<file path="config.mk">
export PLATFORM = sky130hd
export DESIGN_NAME = random_gen_flat
export DESIGN_NICKNAME = d
export VERILOG_FILES = /design/src/rtl/random_gen_pkg.sv /design/src/rtl/random_gen_if.sv /design/src/rtl/random_gen.sv /design/src/flat_wrapper.sv
export SDC_FILE = /design/constraint.sdc
export NUM_CORES = 1
export LEC_CHECK = 0
export ABC_AREA = 1
export CORE_AREA = 5 5 45 75
export DETAILED_ROUTE_END_ITERATION = 8
export DIE_AREA = 0 0 50 80
export HOLD_SLACK_MARGIN = 0.1
export PLACE_DENSITY = 0.79
export SLEW_MARGIN = 10
export SYNTH_ARGS = -nofsm -noshare
export SYNTH_HDL_FRONTEND = slang
export SYNTH_SLANG_ARGS = --single-unit
</file>
<file path="constraint.sdc">
create_clock -name clk -period 2 [get_ports clk]
set_input_delay 0.2 -clock clk [delete_from_list [all_inputs] [get_ports clk]]
set_output_delay 0.2 -clock clk [all_outputs]
set_load 0.02 [all_outputs]
</file>
<file path="src/rtl/random_gen_pkg.sv">
// Shared constants, update-source encoding and the single-shift LFSR function
// used by the random number source.
package random_pkg;

  localparam int unsigned      RANDOM_WIDTH = 16;
  localparam logic [15:0]      RANDOM_SEED  = 16'hACE1;
  // Feedback taps: bits 0, 2, 3, 5 (x^16 + x^14 + x^13 + x^11 + 1).
  localparam logic [15:0]      RANDOM_TAPS  = 16'h002D;

  // Which source updates the state register on the next edge.
  typedef enum logic [1:0] {
    UPD_HOLD,
    UPD_STEP,
    UPD_LOAD,
    UPD_RECOVER
  } upd_sel_e;

  // One Fibonacci shift: feedback into the MSB, shift right.
  function automatic logic [15:0] lfsr_step(input logic [15:0] s);
    logic fb;
    fb = ^(s & RANDOM_TAPS);
    return {fb, s[15:1]};
  endfunction

endpackage

</file>
<file path="src/rtl/random_gen_if.sv">
// Request/response bundle between the game FSM (master) and the random
// number source (slave).
interface random_gen_if
  import random_pkg::*;
#(
  parameter int unsigned WIDTH = RANDOM_WIDTH
);

  logic             en;
  logic             load;
  logic [WIDTH-1:0] seed_in;
  logic [WIDTH-1:0] rnd;
  logic             lockup;

  modport master (
    output en,
    output load,
    output seed_in,
    input  rnd,
    input  lockup
  );

  modport slave (
    input  en,
    input  load,
    input  seed_in,
    output rnd,
    output lockup
  );

endinterface

</file>
<file path="src/rtl/random_gen.sv">
// 16-bit maximal-length Fibonacci LFSR, advanced STEPS shifts per enabled
// cycle, with synchronous seed load and all-zero lockup recovery.
module random_gen
  import random_pkg::*;
#(
  parameter int unsigned      WIDTH = RANDOM_WIDTH,
  parameter logic [WIDTH-1:0] SEED  = RANDOM_SEED,
  parameter int unsigned      STEPS = 1
) (
  input  logic         clk,
  input  logic         rst,
  random_gen_if.slave  bus
);

  // Reject configurations the tap set and unroll cannot honour.
  if (WIDTH != RANDOM_WIDTH) begin : g_bad_width
    $error("random_gen: only WIDTH=16 is supported");
  end
  if (STEPS < 1 || STEPS > WIDTH) begin : g_bad_steps
    $error("random_gen: STEPS must be in 1..WIDTH");
  end
  if (SEED == '0) begin : g_bad_seed
    $error("random_gen: SEED must be nonzero");
  end

  logic [WIDTH-1:0] state;
  logic [WIDTH-1:0] state_next;
  logic [WIDTH-1:0] step_next;
  logic [WIDTH-1:0] load_value;
  logic             lockup_q;
  upd_sel_e         upd_sel;

  // STEPS shifts chained combinationally; each stage feeds the next.
  for (genvar g = 0; g < STEPS; g++) begin : g_unroll
    logic [WIDTH-1:0] s;
    if (g == 0) begin : g_first
      assign s = lfsr_step(state);
    end else begin : g_next
      assign s = lfsr_step(g_unroll[g-1].s);
    end
  end

  assign step_next  = g_unroll[STEPS-1].s;
  // A zero seed would lock the LFSR, so it falls back to SEED.
  assign load_value = (bus.seed_in == '0) ? SEED : bus.seed_in;

  // Priority decode of the update source: recovery, load, advance, hold.
  always_comb begin
    upd_sel = UPD_HOLD;
    if (state == '0) begin
      upd_sel = UPD_RECOVER;
    end else if (bus.load) begin
      upd_sel = UPD_LOAD;
    end else if (bus.en) begin
      upd_sel = UPD_STEP;
    end
  end

  // Next-state selection for the state register.
  always_comb begin
    state_next = state;
    unique case (upd_sel)
      UPD_RECOVER: state_next = SEED;
      UPD_LOAD:    state_next = load_value;
      UPD_STEP:    state_next = step_next;
      default:     state_next = state;
    endcase
  end

  // State register and one-cycle lockup indication.
  always_ff @(posedge clk or posedge rst) begin
    if (rst) begin
      state    <= SEED;
      lockup_q <= 1'b0;
    end else begin
      state    <= state_next;
      lockup_q <= (upd_sel == UPD_RECOVER);
    end
  end

  assign bus.rnd    = state;
  assign bus.lockup = lockup_q;

endmodule

</file>
<file path="src/flat_wrapper.sv">
// flat-port wrapper written by rule: the top's interface ports become plain ports
module random_gen_flat import random_pkg::*;
#(
  parameter int unsigned      WIDTH = RANDOM_WIDTH,
  parameter logic [WIDTH-1:0] SEED  = RANDOM_SEED,
  parameter int unsigned      STEPS = 1
)
  (clk, rst, bus_en, bus_load, bus_seed_in, bus_rnd, bus_lockup);
  random_gen_if #(.WIDTH(WIDTH)) bus_i ();
  input  logic clk;
  input  logic rst;
  input wire logic [$bits(bus_i.en)-1:0] bus_en;
  input wire logic [$bits(bus_i.load)-1:0] bus_load;
  input wire logic [$bits(bus_i.seed_in)-1:0] bus_seed_in;
  output wire logic [$bits(bus_i.rnd)-1:0] bus_rnd;
  output wire logic [$bits(bus_i.lockup)-1:0] bus_lockup;
  assign bus_i.en = bus_en;
  assign bus_i.load = bus_load;
  assign bus_i.seed_in = bus_seed_in;
  assign bus_rnd = bus_i.rnd;
  assign bus_lockup = bus_i.lockup;
  random_gen #(.WIDTH(WIDTH), .SEED(SEED), .STEPS(STEPS)) u_core (.clk(clk), .rst(rst), .bus(bus_i));
endmodule
</file>
# Word level (Yosys, flattened, before mapping)
# Index checks and enable logic that the tools add are counted.
[classes]
reduce_logical = 4
mux = 5
eq_ne = 3
[ops]
columns = ["op", "n"]
rows = [
  ["$pmux W16 S3", 1],
  ["$logic_not A16 Y1", 2],
  ["$mux W16", 1],
  ["$reduce_xor A16 Y1", 1],
  ["$eq A2 B2 Y1 const B", 2],
  ["$mux W2", 2],
  ["$reduce_bool A3 Y1", 1],
  ["$eq A2 B1 Y1 const B", 1],
  ["$mux W1", 1],
]
[word_totals]
register_bits = 17
in_bits = 20
output_inout_bits = 17
word_cells = 14

# Depth between registers and ports, before layout
[logic_depth]
ltp_word = 5
depth_mapped = 14
depth_no_buf = 14

# Worst setup path before layout
# No wires, ideal clock.
[synth_path]
path_kind = "flip-flop to flip-flop"
startpoint = "register u_core.state[2] (netlist: u_core.bus.rnd[2])"
endpoint = "register u_core.state[5] (netlist: u_core.bus.rnd[5])"
path_slack_ps = 90
setup_ps = 78
required_ps = 1922
n_path_buf = 1
synth_period_minus_slack_ps = 1910
stages_incl_launch_ff = 14
arrival_ps = 1832
path_cell_list = "dfrtp_1 > inv_1 > ha_1 > nand2_1 > nor2_1 > nand2_1 > nand2_1 > inv_1 > ha_1 > nor2_2 > buf_2 > nand2_1 > inv_1 > a21oi_2"
[synth_between]
elab_chain_len = 4
elab_cells_between_ends = 7
cone_classes = "3 x eq/ne; 2 x mux; 2 x reduce/logical"
[synth_lines]
columns = ["item", "line", "rtl"]
rows = [
  ["start, declared", "random_gen.sv:26", "logic [WIDTH-1:0] state;"],
  ["start signal, assigned", "random_gen.sv:76", "state <= state_next;"],
  ["$logic_not A16 Y1 *", "random_gen.sv:50", "if (state == '0) begin"],
  ["$mux W2 *", "random_gen.sv:50", ""],
  ["$eq A2 B1 Y1 / $eq A2 B2 Y1 (equally long branches)", "random_gen.sv:62", "unique case (upd_sel)"],
  ["$pmux W16 S3 / $reduce_bool A3 Y1 (equally long branches)", "-", ""],
]
# Every way passes the cells marked *; elsewhere a longest branch is shown, timed or not.
# A chain may end at the register's enable or synchronous reset.

# Final worst setup path
[layout_path]
startpoint = "register u_core.state[3] (netlist: u_core.bus.rnd[3])"
endpoint = "register u_core.state[7] (netlist: u_core.bus.rnd[7])"
# The elaborated chain is that of the path after synthesis.

==> impl_metrics.ini <==
[global_routing]
grt_pass1_wl_mm = 4.73
grt_start_max_net_pins = 18
antenna_found_initial = 0
first_global_vias = 1172
track_usage = 0.151
grt_overflow = 0

[layout]
final_cells = 236
final_util = 0.621
antenna_cells = 0
area.growth.synth_to_final_pct = 46.0
layout-drive-gt1-share = 0.153
regArea_um2 = 435
num-fill-cells = 250
multi_input_area_um2 = 581
finish.net_count = 235

[logic_synthesis]
syn-num-nets = 194
async_flop_share = 1.00
synthesis.instances = 169
synth.distinct_cells = 18
synth_top_area_frac = 0.197
synth.most_common_cell = nand2_1
synth.top_cells.by_count = 50 x nand2_1, 32 x inv_1, 24 x nor2_1
synthFlopType = dfrtp_1
synth_area_mm2 = 0.00114
synth-seq-cells = 17
synthTopCellsByArea = dfrtp_1 20%, dfstp_2 18%, nand2_1 16%, inv_1 10%, o21ai_0 8.7%
yosysTopAreaCell = dfrtp_1
synth_edf_count = 0
yosysWarnings = 0
synth.avg_cell_area_um2 = 6.77
yosysSeqAreaShare = 0.380

[pwr]
leakage_nw = 0.802
ir_worst_vdd_mv = 0.391
p_per_area_mw_per_mm2 = 626

[worst_hold_path]
hold_path_class = in -> async

[placed_design]
gp_congestion = 0.811
placed_cells = 230
io_buffers = 36
dpl.hpwl_mm = 2.13

[die]
dieArea_mm2 = 0.00400
io_pins = 37
die_w_um = 50
initial_core_util = 0.426
coreArea_mm2 = 0.00269
dieHeight_um = 80
num_rows = 25

[setup_path]
required_ps = 2190
critPathMaxFanout = 8
critical_path_class = reg -> reg
critPathCaptureType = flip-flop
cp-start-kind = flip-flop
crit_arrival_ps = 2100

[sta]
finalHoldViolCount = 0
hold_ws_ps = 329
clock_skew_ps = 4.90
finalCritPeriodShare = 0.952
drv_slew = 0
worst_slew_margin_rel = 0.555
setup_viol_count_final = 0
finalSetupTns_ps = 0
clock.fmax_ghz = 0.525
tightest_slew_ps = 667
min_period_ps = 1900

[clock_network]
numCtsBuffers = 3
path_clk_slew_ps = 70
cts_max_level = 1
clockRootBuffer = clkbuf_8
clkLatencyLatePin_ps = 260
cts_tree = done
clock-sinks = 17
cts_buffer_depth = 2

[drt]
drc = 0
wl_mm = 2.93
ant_nets = 0
avgViaCountPerCell = 5.00
wl_per_cell_um = 12.4
vias = 1180
drtIter0Drc = 34
first_pass_iters = 4

[run]
maxCapViolCount = 0

[outcome]
status = finished clean
critical path, cell delays in order, from the launching register on:
cell and delay [ps]:
dfrtp_1 390, inv_2 70, ha_1 140, nand2_1 50
nor2_1 100, nand2_1 100, nand2_2 100, inv_1 90
ha_4 250, nor2_4 180, buf_12 140, o21ai_0 80
inv_1 80, a21oi_2 50
report_power, final:
group / switching [mW] / internal [mW] / total [mW]
clock: 0.124 / 0.142 / 0.266
sequential: 0.0314 / 0.397 / 0.428
combinational: 0.179 / 0.173 / 0.352
total: 0.334 / 0.712 / 1.05
layer usage:
metal,vias up,share of wire,GRT usage
met4,0,0.043,0.121
met3,11,0.059,0.0187
met2,42,0.52,0.266
li1,589,-,-
met5,-,0,0
met1,538,0.38,0.153
through the flow:
step | worst slack, ps | instance area (um2) | power (mW)
4_1_cts | 74.5 | 1600 | 1.03
2_1_floorplan | 90.2 | 1140 | 0.604
3_3_place_gp | 160 | 1560 | 0.760
6_report | 95.7 | 1670 | 1.05
5_1_grt | -60.8 | 1670 | 1.10
3_5_place_dp | 83.8 | 1560 | 0.763
final cells by class:
class / count / share of cell area
multi-input cells: 114 / 0.347
flip-flops and latches: 17 / 0.260
clock buffers: 4 / 0.0269
repair buffers: 41 / 0.271
inverters: 33 / 0.0741
well taps: 27 / 0.0202
worst paths after layout:
path                               startpoint                  to  slack [ps]  cells after the start
max in group asynchronous                 rst   u_core.bus.lockup        1240                      2
max                         u_core.bus.rnd[3]   u_core.bus.rnd[7]         100                     13
min reg2reg                u_core.bus.rnd[10]  u_core.bus.rnd[10]         520                      2
min in group clk           u_core.bus.rnd[10]  u_core.bus.rnd[10]         520                      2
max reg2reg                 u_core.bus.rnd[3]   u_core.bus.rnd[7]         100                     13
min                                       rst   u_core.bus.rnd[9]         330                      2
flip-flops by register name (all words and copies together), names as in the netlist:
register           count
u_core.bus.rnd        16
u_core.bus.lockup      1
kinds of logic (layout without fill, tap and decap cells):
| group | count (synthesis) | after routing | share of synthesized area |
|---|---|---|---|
| and+or+nand+nor | 80 | 80 | 0.275 |
| DFF | 17 | 17 | 0.380 |
| AOI/OAI and AO/OA | 28 | 28 | 0.139 |
| adders and majority gates | 5 | 5 | 0.0546 |
| xor gates and xnor gates | 1 | 1 | 0.00765 |
| buffers and inverters | 38 | 78 | 0.143 |
cells in the final DEF, fill, tap and decap left out, types with 3 or more instances in the layout:
cell | netlist | routed
dfrtp_1 | 9 | 9
a21oi_2 | 5 | 5
clkbuf_8 | 1 | 3
a21oi_1 | 3 | 3
nand2_1 | 50 | 48
o21ai_0 | 20 | 20
inv_2 | 1 | 3
ha_1 | 5 | 3
dfstp_2 | 8 | 8
inv_1 | 32 | 30
nand2_2 | 1 | 3
buf_12 | 0 | 3
nor2_1 | 24 | 24
clkdlybuf4s50_1 | 0 | 36
timing repair:
| action | in CTS | in global routing |
|---|---|---|
| resized for setup | 0 | 8 |
| setup buffers | 0 | 1 |
| setup endpoints to repair | 0 | 8 |
| hold buffers | 0 | 0 |
Power figures use the tool's default switching activity.
